`src/rtl/load_store_unit_pkg.sv`:
```
// Shared definitions for the load/store unit: FSM states, RISC-V funct3
// encodings, data-memory width codes and the request legality helpers.
package load_store_unit_pkg;

    // LSU sequencing states
    typedef enum logic [1:0] {
        S_IDLE = 2'd0,
        S_REQ  = 2'd1,
        S_WAIT = 2'd2,
        S_RESP = 2'd3
    } lsu_state_e;

    // RISC-V load/store funct3 encodings
    localparam logic [2:0] F3_B  = 3'b000;
    localparam logic [2:0] F3_H  = 3'b001;
    localparam logic [2:0] F3_W  = 3'b010;
    localparam logic [2:0] F3_BU = 3'b100;
    localparam logic [2:0] F3_HU = 3'b101;

    // Width codes understood by the data memory responder
    localparam logic [2:0] MEM_W_8  = 3'b000;
    localparam logic [2:0] MEM_W_16 = 3'b001;
    localparam logic [2:0] MEM_W_32 = 3'b010;

    // Fields held for the whole access so that retries re-issue the same request
    typedef struct packed {
        logic        is_store;
        logic [2:0]  funct3;
        logic [31:0] addr;
        logic [31:0] wdata;
        logic [31:0] next_ptr;
    } lsu_req_t;

    // Unsigned sub-word variants only exist for loads; 011/11x are never legal.
    function automatic logic f3_illegal(input logic is_store, input logic [2:0] funct3);
        logic bad;
        case (funct3)
            F3_B, F3_H, F3_W: bad = 1'b0;
            F3_BU, F3_HU:     bad = is_store;
            default:          bad = 1'b1;
        endcase
        return bad;
    endfunction

    // Halfwords need even addresses, words need 4-byte aligned addresses.
    function automatic logic addr_misaligned(input logic [2:0] funct3, input logic [1:0] addr_lo);
        logic [2:0] width;
        logic       mis;
        width = {1'b0, funct3[1:0]};
        if (width == MEM_W_16) begin
            mis = addr_lo[0];
        end else if (width == MEM_W_32) begin
            mis = (addr_lo != 2'b00);
        end else begin
            mis = 1'b0;
        end
        return mis;
    endfunction

endpackage

```
`src/rtl/load_store_unit_circ_ptr_update.sv`:
```
// Post-increment pointer with optional circular-buffer wrap, used by DSP
// loops that walk a ring buffer. Purely combinational.
module circ_ptr_update (
    input  logic [31:0] i_addr,
    input  logic [31:0] i_step,
    input  logic        i_circ,
    input  logic [31:0] i_base,
    input  logic [31:0] i_size,
    output logic [31:0] o_next_ptr
);

    logic [31:0] w_sum;
    logic [31:0] w_limit;
    logic        w_wrap_en;

    assign w_sum     = i_addr + i_step;
    assign w_limit   = i_base + i_size;
    // A zero-sized ring degenerates to a plain post-increment.
    assign w_wrap_en = i_circ && (i_size != 32'd0);

    // Fold the incremented pointer back by one buffer length when it runs past the end
    always_comb begin
        o_next_ptr = w_sum;
        if (w_wrap_en && (w_sum >= w_limit)) begin
            o_next_ptr = w_sum - i_size;
        end else begin
            o_next_ptr = w_sum;
        end
    end

endmodule

```
`src/rtl/load_store_unit.sv`:
```
// Load/store unit: initiator side of the data-memory request protocol.
// Accepts one access at a time from the MEM stage, rejects illegal or
// misaligned accesses without touching memory, issues a single-cycle
// request, re-issues it while the responder is not ready (bounded by
// MAX_RETRY) and returns a one-cycle response with the post-increment pointer.
module load_store_unit
    import load_store_unit_pkg::*;
#(
    parameter int MAX_RETRY = 3
) (
    input  logic        clk,
    input  logic        rst_n,
    // MEM stage request
    input  logic        req_valid,
    output logic        req_ready,
    input  logic        req_is_store,
    input  logic [2:0]  req_funct3,
    input  logic [31:0] req_addr,
    input  logic [31:0] req_wdata,
    input  logic        req_circ,
    input  logic [31:0] req_step,
    input  logic [31:0] circ_base,
    input  logic [31:0] circ_size,
    // MEM stage response
    output logic        resp_valid,
    output logic [31:0] resp_rdata,
    output logic [31:0] resp_next_ptr,
    output logic        resp_err,
    output logic        busy,
    // Data memory port
    output logic [31:0] mem_addr,
    output logic [31:0] mem_write_data,
    output logic        mem_read,
    output logic        mem_write,
    output logic [2:0]  mem_width,
    output logic        mem_signed,
    input  logic [31:0] mem_read_data,
    input  logic        mem_ready
);

    localparam int RETRY_W = (MAX_RETRY < 1) ? 1 : $clog2(MAX_RETRY + 1);
    localparam logic [RETRY_W-1:0] RETRY_MAX = RETRY_W'(MAX_RETRY);

    lsu_state_e         r_state;
    lsu_req_t           r_req;
    logic [RETRY_W-1:0] r_retry;

    logic               w_illegal;
    logic [31:0]        w_next_ptr;

    // The pointer is computed from the live request and captured at accept,
    // so it is available for both the error path and the normal path.
    circ_ptr_update u_circ_ptr_update (
        .i_addr     (req_addr),
        .i_step     (req_step),
        .i_circ     (req_circ),
        .i_base     (circ_base),
        .i_size     (circ_size),
        .o_next_ptr (w_next_ptr)
    );

    assign w_illegal = f3_illegal(req_is_store, req_funct3)
                     | addr_misaligned(req_funct3, req_addr[1:0]);

    // Request/response sequencer; every port output is a register of this block
    always_ff @(posedge clk or negedge rst_n) begin
        if (!rst_n) begin
            r_state        <= S_IDLE;
            r_req          <= '0;
            r_retry        <= '0;
            req_ready      <= 1'b1;
            busy           <= 1'b0;
            resp_valid     <= 1'b0;
            resp_rdata     <= 32'd0;
            resp_next_ptr  <= 32'd0;
            resp_err       <= 1'b0;
            mem_addr       <= 32'd0;
            mem_write_data <= 32'd0;
            mem_read       <= 1'b0;
            mem_write      <= 1'b0;
            mem_width      <= 3'd0;
            mem_signed     <= 1'b0;
        end else begin
            // Strobes are single-cycle unless a state re-asserts them.
            mem_read   <= 1'b0;
            mem_write  <= 1'b0;
            resp_valid <= 1'b0;
            case (r_state)
                S_IDLE: begin
                    if (req_valid) begin
                        r_req <= '{is_store: req_is_store,
                                   funct3:   req_funct3,
                                   addr:     req_addr,
                                   wdata:    req_wdata,
                                   next_ptr: w_next_ptr};
                        req_ready <= 1'b0;
                        busy      <= 1'b1;
                        if (w_illegal) begin
                            // Reject straight away; memory never sees the access.
                            r_state       <= S_RESP;
                            resp_valid    <= 1'b1;
                            resp_err      <= 1'b1;
                            resp_rdata    <= 32'd0;
                            resp_next_ptr <= w_next_ptr;
                        end else begin
                            r_state        <= S_REQ;
                            mem_read       <= ~req_is_store;
                            mem_write      <= req_is_store;
                            mem_addr       <= req_addr;
                            mem_write_data <= req_is_store ? req_wdata : 32'd0;
                            mem_width      <= {1'b0, req_funct3[1:0]};
                            mem_signed     <= ~req_funct3[2];
                        end
                    end else begin
                        r_state <= S_IDLE;
                    end
                end

                S_REQ: begin
                    // The request was presented for exactly one cycle.
                    r_state        <= S_WAIT;
                    mem_addr       <= 32'd0;
                    mem_write_data <= 32'd0;
                    mem_width      <= 3'd0;
                    mem_signed     <= 1'b0;
                end

                S_WAIT: begin
                    if (mem_ready) begin
                        r_state       <= S_RESP;
                        resp_valid    <= 1'b1;
                        resp_err      <= 1'b0;
                        resp_rdata    <= r_req.is_store ? 32'd0 : mem_read_data;
                        resp_next_ptr <= r_req.next_ptr;
                    end else if (r_retry < RETRY_MAX) begin
                        // Responder busy: re-issue the identical request.
                        r_state        <= S_REQ;
                        r_retry        <= r_retry + {{(RETRY_W-1){1'b0}}, 1'b1};
                        mem_read       <= ~r_req.is_store;
                        mem_write      <= r_req.is_store;
                        mem_addr       <= r_req.addr;
                        mem_write_data <= r_req.is_store ? r_req.wdata : 32'd0;
                        mem_width      <= {1'b0, r_req.funct3[1:0]};
                        mem_signed     <= ~r_req.funct3[2];
                    end else begin
                        // Out of retries: report an error instead of stalling forever.
                        r_state       <= S_RESP;
                        resp_valid    <= 1'b1;
                        resp_err      <= 1'b1;
                        resp_rdata    <= 32'd0;
                        resp_next_ptr <= r_req.next_ptr;
                    end
                end

                S_RESP: begin
                    // Response cycle ends; only now may a new access be accepted.
                    r_state       <= S_IDLE;
                    r_retry       <= '0;
                    req_ready     <= 1'b1;
                    busy          <= 1'b0;
                    resp_err      <= 1'b0;
                    resp_rdata    <= 32'd0;
                    resp_next_ptr <= 32'd0;
                end

                default: begin
                    r_state   <= S_IDLE;
                    r_retry   <= '0;
                    req_ready <= 1'b1;
                    busy      <= 1'b0;
                    resp_err  <= 1'b0;
                end
            endcase
        end
    end

endmodule

```
`config.mk`:
```
export PLATFORM = sky130hd
export DESIGN_NAME = load_store_unit
export DESIGN_NICKNAME = d
export VERILOG_FILES = /design/src/rtl/load_store_unit_pkg.sv /design/src/rtl/load_store_unit_circ_ptr_update.sv /design/src/rtl/load_store_unit.sv
export SDC_FILE = /design/constraint.sdc
export NUM_CORES = 1
export LEC_CHECK = 0
export CORE_ASPECT_RATIO = 0.8
export CORE_UTILIZATION = 25
export DETAILED_ROUTE_END_ITERATION = 12
export SLEW_MARGIN = 20
export SYNTH_ARGS = -nofsm -noshare
export SYNTH_HDL_FRONTEND = slang
export SYNTH_SLANG_ARGS = --single-unit
```
`constraint.sdc`:
```
create_clock -name clk -period 3.35 [get_ports clk]
set_clock_uncertainty 0.05 [all_clocks]
set_input_delay 0.67 -clock clk [delete_from_list [all_inputs] [get_ports clk]]
set_output_delay 0.67 -clock clk [all_outputs]
set_load 0.05 [all_outputs]
```
---- Word level (Yosys, flattened, before mapping) ----
Cells that the tools add are included.
word-level totals
  register bits after elaboration ......... 242
  input bits .............................. 201
  output and inout port bits .............. 138
  word-level logic and storage cells ...... 131
cells by class
  add/sub/neg operators ................... 4
  $lt $le $gt $ge ......................... 2
  equal/unequal tests ..................... 15
  multiplexer cells ....................... 69
  bitwise logic cells ..................... 5
  reductions and logical operators ........ 17
operators with widths
  operator                                        count
  two-way mux 32 bit                              20
  case mux 32 bit (3 select lines)                4
  adder 32 bit                                    2
  greater-or-equal comparator 32 bit              1
  nonzero test 32 bit                             1
  subtractor 32 bit                               1
  two-way mux 1 bit                               24
  two-way mux 2 bit                               6
  two-way mux 3 bit                               4
  case mux 1 bit (2 select lines)                 6
  inequality test 2 bit (second input constant)   5
  case mux 3 bit (3 select lines)                 1
  case mux 2 bit (4 select lines)                 1
  == test 2 bit (second input constant)           3
  == test 3 bit (second input constant)           2
  case mux 1 bit (3 select lines)                 2
  nonzero test 2 bit                              3
  nonzero test 3 bit                              2
  AND reduction 5 bit                             1
  == test 2 x 1 -> 1 bit (second input constant)  2
  inverter 1 bit                                  4
  case mux 2 bit (2 select lines)                 1
  AND reduction 2 bit                             2
  AND reduction 4 bit                             1
  12 further kinds                                13

---- Longest topological paths before layout ----
  depth after elaboration ................. 7
  gate-level depth with buffers ........... 25
  mapped depth without buffers ............ 24

---- Cells and area by module ----
Synthesis repeated with hierarchy kept, for this count alone.
unflattened totals
  cells, all modules ...................... 1776
  area, all modules ....................... 16050.4 µm²
modules (own cells, without submodules)
  module           instances  cells each  area each (µm²)  sequential area each (µm²)
  load_store_unit  1          965         10067.2          6032.0
  circ_ptr_update  1          811         5983.2           0.0

---- Worst setup path before layout ----
No wires, ideal clock.
  path type ............................... in2reg
  from .................................... in circ_base[0]
  to ...................................... reg resp_next_ptr[0]
  library setup time ...................... 0.126 ns
  arrival time ............................ 4.889 ns
  data required time ...................... 3.174 ns
  slack ................................... -1.715 ns
  stages .................................. 24
  buffers on the path ..................... 1
  path through ............................ ha_1 > inv_1 > fa_1 > nor2b_1 > o21ai_0 > a2111oi_0 > o311ai_1 > a21boi_0 > a21oi_1 > o211ai_1 > o211ai_1 > o21ai_0 > xnor2_1 > ha_1 > and4_1 > nand2_1 > a21o_1 > a311oi_1 > nor2_1 > nand2_1 > buf_1 > a21oi_1 > a221oi_1 > nor2_1
between the ends
  word-level cells in the longest chain between the ends .. 7
RTL lines
  what                                RTL line                               source
  from (decl)                         load_store_unit.sv:22                  input logic [31:0] circ_base,
  adder 32 bit                        load_store_unit_circ_ptr_update.sv:17  assign w_limit = i_base + i_size;
  greater-or-equal comparator 32 bit  load_store_unit_circ_ptr_update.sv:24  if (w_wrap_en && (w_sum >= w_limit)) begin
  logical AND 1 bit                   load_store_unit_circ_ptr_update.sv:24
  two-way mux 32 bit                  load_store_unit_circ_ptr_update.sv:24
  two-way mux 32 bit                  load_store_unit.sv:98                  if (w_illegal) begin
  two-way mux 32 bit                  load_store_unit.sv:90                  if (req_valid) begin
  case mux 32 bit (3 select lines)    load_store_unit.sv:88                  case (r_state)
  to (signal assigned)                load_store_unit.sv:104                 resp_next_ptr <= w_next_ptr;
  to (signal assigned)                load_store_unit.sv:134                 resp_next_ptr <= r_req.next_ptr;
  to (signal assigned)                load_store_unit.sv:151                 resp_next_ptr <= r_req.next_ptr;
  to (decl)                           load_store_unit.sv:27                  output logic [31:0] resp_next_ptr,
Every way passes these cells. The select of a mux whose other input is x is not followed.
A chain may end at the register's enable or synchronous reset.

---- Final worst setup path ----
  from .................................... in circ_size[0]
  to ...................................... reg r_req[26] in the netlist's numbering
between the ends
  word-level cells in the longest chain between the ends .. 4
  elaborated cells between the ends (all ways) .. 7
  classes of those cells .................. 2 x add/sub; 1 x order compare; 1 x mux; 3 x reduce/logical
RTL lines
  what                                                                            RTL line                                                                      source
  from (decl)                                                                     load_store_unit.sv:23                                                         input logic [31:0] circ_size,
  adder 32 bit / nonzero test 32 bit (equally long branches)                      load_store_unit_circ_ptr_update.sv:17, load_store_unit_circ_ptr_update.sv:19
  greater-or-equal comparator 32 bit / logical AND 1 bit (equally long branches)  load_store_unit_circ_ptr_update.sv:24, load_store_unit_circ_ptr_update.sv:19
  logical AND 1 bit                                                               load_store_unit_circ_ptr_update.sv:24
  two-way mux 32 bit *                                                            load_store_unit_circ_ptr_update.sv:24
  to (signal assigned)                                                            load_store_unit.sv:91                                                         r_req <= '{is_store: req_is_store,
  to (decl)                                                                       load_store_unit.sv:45                                                         lsu_req_t r_req;
Every way passes the cells marked *; elsewhere a longest branch is shown, timed or not.

==> impl_metrics.tcl <==
set metrics [dict create \
    synth_commonest_cells "nand2_1 (383), dfrtp_1 (240), a21oi_1 (203)" \
    cts_inserted_buffers 28 \
    worst_slew_pin_slew_ns 0.8318 \
    p_leak_uw 0.01190 \
    multi_input_area_um2 10390 \
    place_congestion 0.8958 \
    hold_violations 0 \
    grt.overflow.total 0 \
    arrival_ns 5.16 \
    clock.fmax_mhz 209.6 \
    synth_seq_area_share_pct 38.32 \
    max-slew-margin-rel_pct 44.37 \
    regArea_um2 6032 \
    row_count 81 \
    firstDrtPassIters 5 \
    mappedNetlistNets 2216 \
    grt_first_pass_wirelength_mm 94.25 \
    rsz0062_at_grt "true" \
    hpwl_mm 48.71 \
    ys_seq_elements 241 \
    maxCapViolCount 0 \
    syn_area_per_cell_um2 8.365 \
    die_w_um 282.6 \
    cellPowerDensity_nw_per_um2 834.7 \
    synth_top_area_share_pct 38.15 \
    drive_gt1_share_pct 26.66 \
    grt_max_degree 80 \
    setup_viol 64 \
    cp.required_ns 3.74 \
    violations "setup timing" \
    nets 2919 \
    synthArstFlopShare_pct 100.0 \
    r2r_end "resp_next_ptr[17]" \
    grt_pass1_vias 16246 \
    cts_tree "built" \
    endpoint_kind "register" \
    r2r_slack_ns 0.86 \
    synth_cell_types 76 \
    setup_ws_ns -1.421 \
    report.final.slew_viol_count 0 \
    setup.worst_path.end "r_req[26]" \
    worstPathMaxFanout 5 \
    h-tree-depth 1 \
    avgRoutedWirePerCell_um 18.29 \
    clkSlewWorstSetupHoldPaths_ns 0.06 \
    die_y_um 226.4 \
    critPathLaunch "circ_size[0]" \
    grt_usage_pct 19.00 \
    antenna_found_initial 5 \
    coreArea_um2 61720 \
    vdd_drop_max_mv 0.3497 \
    power_uw 21280 \
    period_share_pct 142.4 \
    yosysMostFrequentCell "nand2_1" \
    area_growth_pct 61.98 \
    dpl-instance-area_um2 22970 \
    ys_warn_count 0 \
    start_util_pct 25.51 \
    num_io_pins 339 \
    yosys-top-cells-area "dfrtp_1 (38%), ha_1 (10%), nand2_1 (9.1%)" \
    worstSkewPairLatency_ns 0.56 \
    initialDrtViolationCount 924 \
    drc 0 \
    io_buffers 337 \
    yosys.area.top_type "dfrtp_1" \
    dieArea_um2 63980 \
    cts_root_buffer "clkbuf_16" \
    nFillCells 6022 \
    cts_max_path_buffers 3 \
    synth-edff-count 0 \
    via_count 16375 \
    finalCriticalPeriod_ns 4.771 \
    ys.flop_type "dfrtp_1" \
    outcome "finished with violations" \
    reg2reg_from "r_state[0]" \
    wirelength_mm 62.91 \
    ff2ff_path_depth 10 \
    final_area_um2 25500 \
    hp-class "in -> reg" \
    ant_nets 0 \
    vias_per_cell 4.762 \
    synthCells 1882 \
    start_kind "input port" \
    crit_type "in -> reg" \
    numClockSinks 241 \
    synth_area_um2 15740 \
]
-- sequential cells by signal, summed over array words and instances (netlist names) --
register and flops:
busy 1, mem_width 2, r_retry 2, r_req 100, mem_addr 32, resp_rdata 32
mem_write_data 32, req_ready 1, resp_next_ptr 32, resp_err 1, r_state 2, mem_write 1
mem_signed 1, mem_read 1, resp_valid 1
-- report_power, final --
| part | switching [uW] | internal [uW] | total [uW] |
|---|---|---|---|
| clock | 1280 | 2010 | 3300 |
| combinational | 7890 | 5000 | 12900 |
| sequential | 820 | 4280 | 5100 |
-- per-stage QoR --
stage	utilization (%)	std cells	setup TNS (ns)	setup slack, ns	hold WS [ns]
2_1_floorplan	-	1882	-69.67	-1.227	0.3244
3_3_place_gp	37.22	3338	-152.35	-2.575	0.4008
3_5_place_dp	37.22	3338	-159.25	-2.666	0.4085
4_1_cts	40.24	3414	-84.40	-1.451	0.4213
5_1_grt	41.31	3437	-93.29	-1.599	0.3103
6_report	41.31	3439	-82.51	-1.421	0.3298
-- final cells by class --
type | instances | share of cell area (%)
sequential | 241 | 23.66
inverter | 71 | 1.045
tap | 830 | 4.073
clock inverter | 8 | 0.4858
antenna | 2 | 0.01963
multi-input combinational | 1479 | 40.73
timing repair buffer | 764 | 26.58
clock buffer | 44 | 3.420
-- worst min path at each step --
stage                         startpoint              to  slack, ns  cells after the start
after floorplan                    rst_n            busy       0.32                      0
after global placement    resp_rdata[11]  resp_rdata[11]       0.40                      2
after detailed placement  resp_rdata[22]  resp_rdata[22]       0.41                      2
after CTS                 resp_rdata[22]  resp_rdata[22]       0.42                      2
after global routing         req_addr[2]       r_req[66]       0.31                      3
final                        req_addr[2]       r_req[66]       0.33                      3
-- placed cells by master (no fill, tap or decap), drive strengths merged, types with 14 or more instances in the layout --
master / count
a22oi: 33
a21oi: 204
a21o: 49
o21ai: 102
buf: 433
xnor2: 50
dlygate4sd2: 17
mux2i: 23
clkbuf: 67
nand3: 59
nor2: 128
inv: 72
o211ai: 16
nand2b: 18
xor2: 33
dfrtp: 240
nand2: 384
ha: 130
nor2b: 44
o21bai: 14
clkdlybuf4s50: 276
nand4: 17
o21a: 21
-- cell families after synthesis --
group | share of synthesized area [%]
AND/OR/NAND/NOR | 20.12
flip-flops | 38.32
adder cells (fa/ha/maj) | 10.71
XOR/XNOR | 4.665
multiplexers | 1.820
AO/OA/AOI/OAI | 20.19
other | 0.02382
buffers and inverters | 4.149
-- what timing repair did --
action | 4_1_cts | 5_1_grt
pin swaps | 81 | 83
setup buffers | 23 | 26
resized for setup | 221 | 162
endpoints found under the setup margin | 64 | 64
hold buffers | 1 | 0
gates cloned | 2 | 0
hold endpoints to repair | 47 | 0
-- layer usage --
metal	track usage [%]	part of all wire (%)	wire [um]	vias to the layer above
met4	2.999	1.6	1000	4
met1	26.17	46	29070	7849
li1	-	-	-	7976
met2	30.66	45	28360	478
met3	4.276	7.1	4450	68
met5	0	0.051	32	-
-- worst max-delay path, cell delays in order --
cell       delay (ns)
buf_8            0.08
ha_4             0.13
inv_2            0.03
fa_2             0.36
nor2b_4          0.14
o21ai_4          0.07
a2111oi_4        0.40
o311ai_4         0.14
a21boi_2         0.22
a21oi_2          0.12
o211ai_1         0.26
o211ai_1         0.15
o21ai_1          0.19
xnor2_1          0.10
ha_1             0.28
and4_1           0.19
nand2_1          0.06
a21o_1           0.21
a311oi_2         0.29
nor2_2           0.10
nand2_2          0.12
buf_6            0.15
buf_8            0.13
mux2_4           0.31
mux2_4           0.26
(Power assumes the default switching activity.)
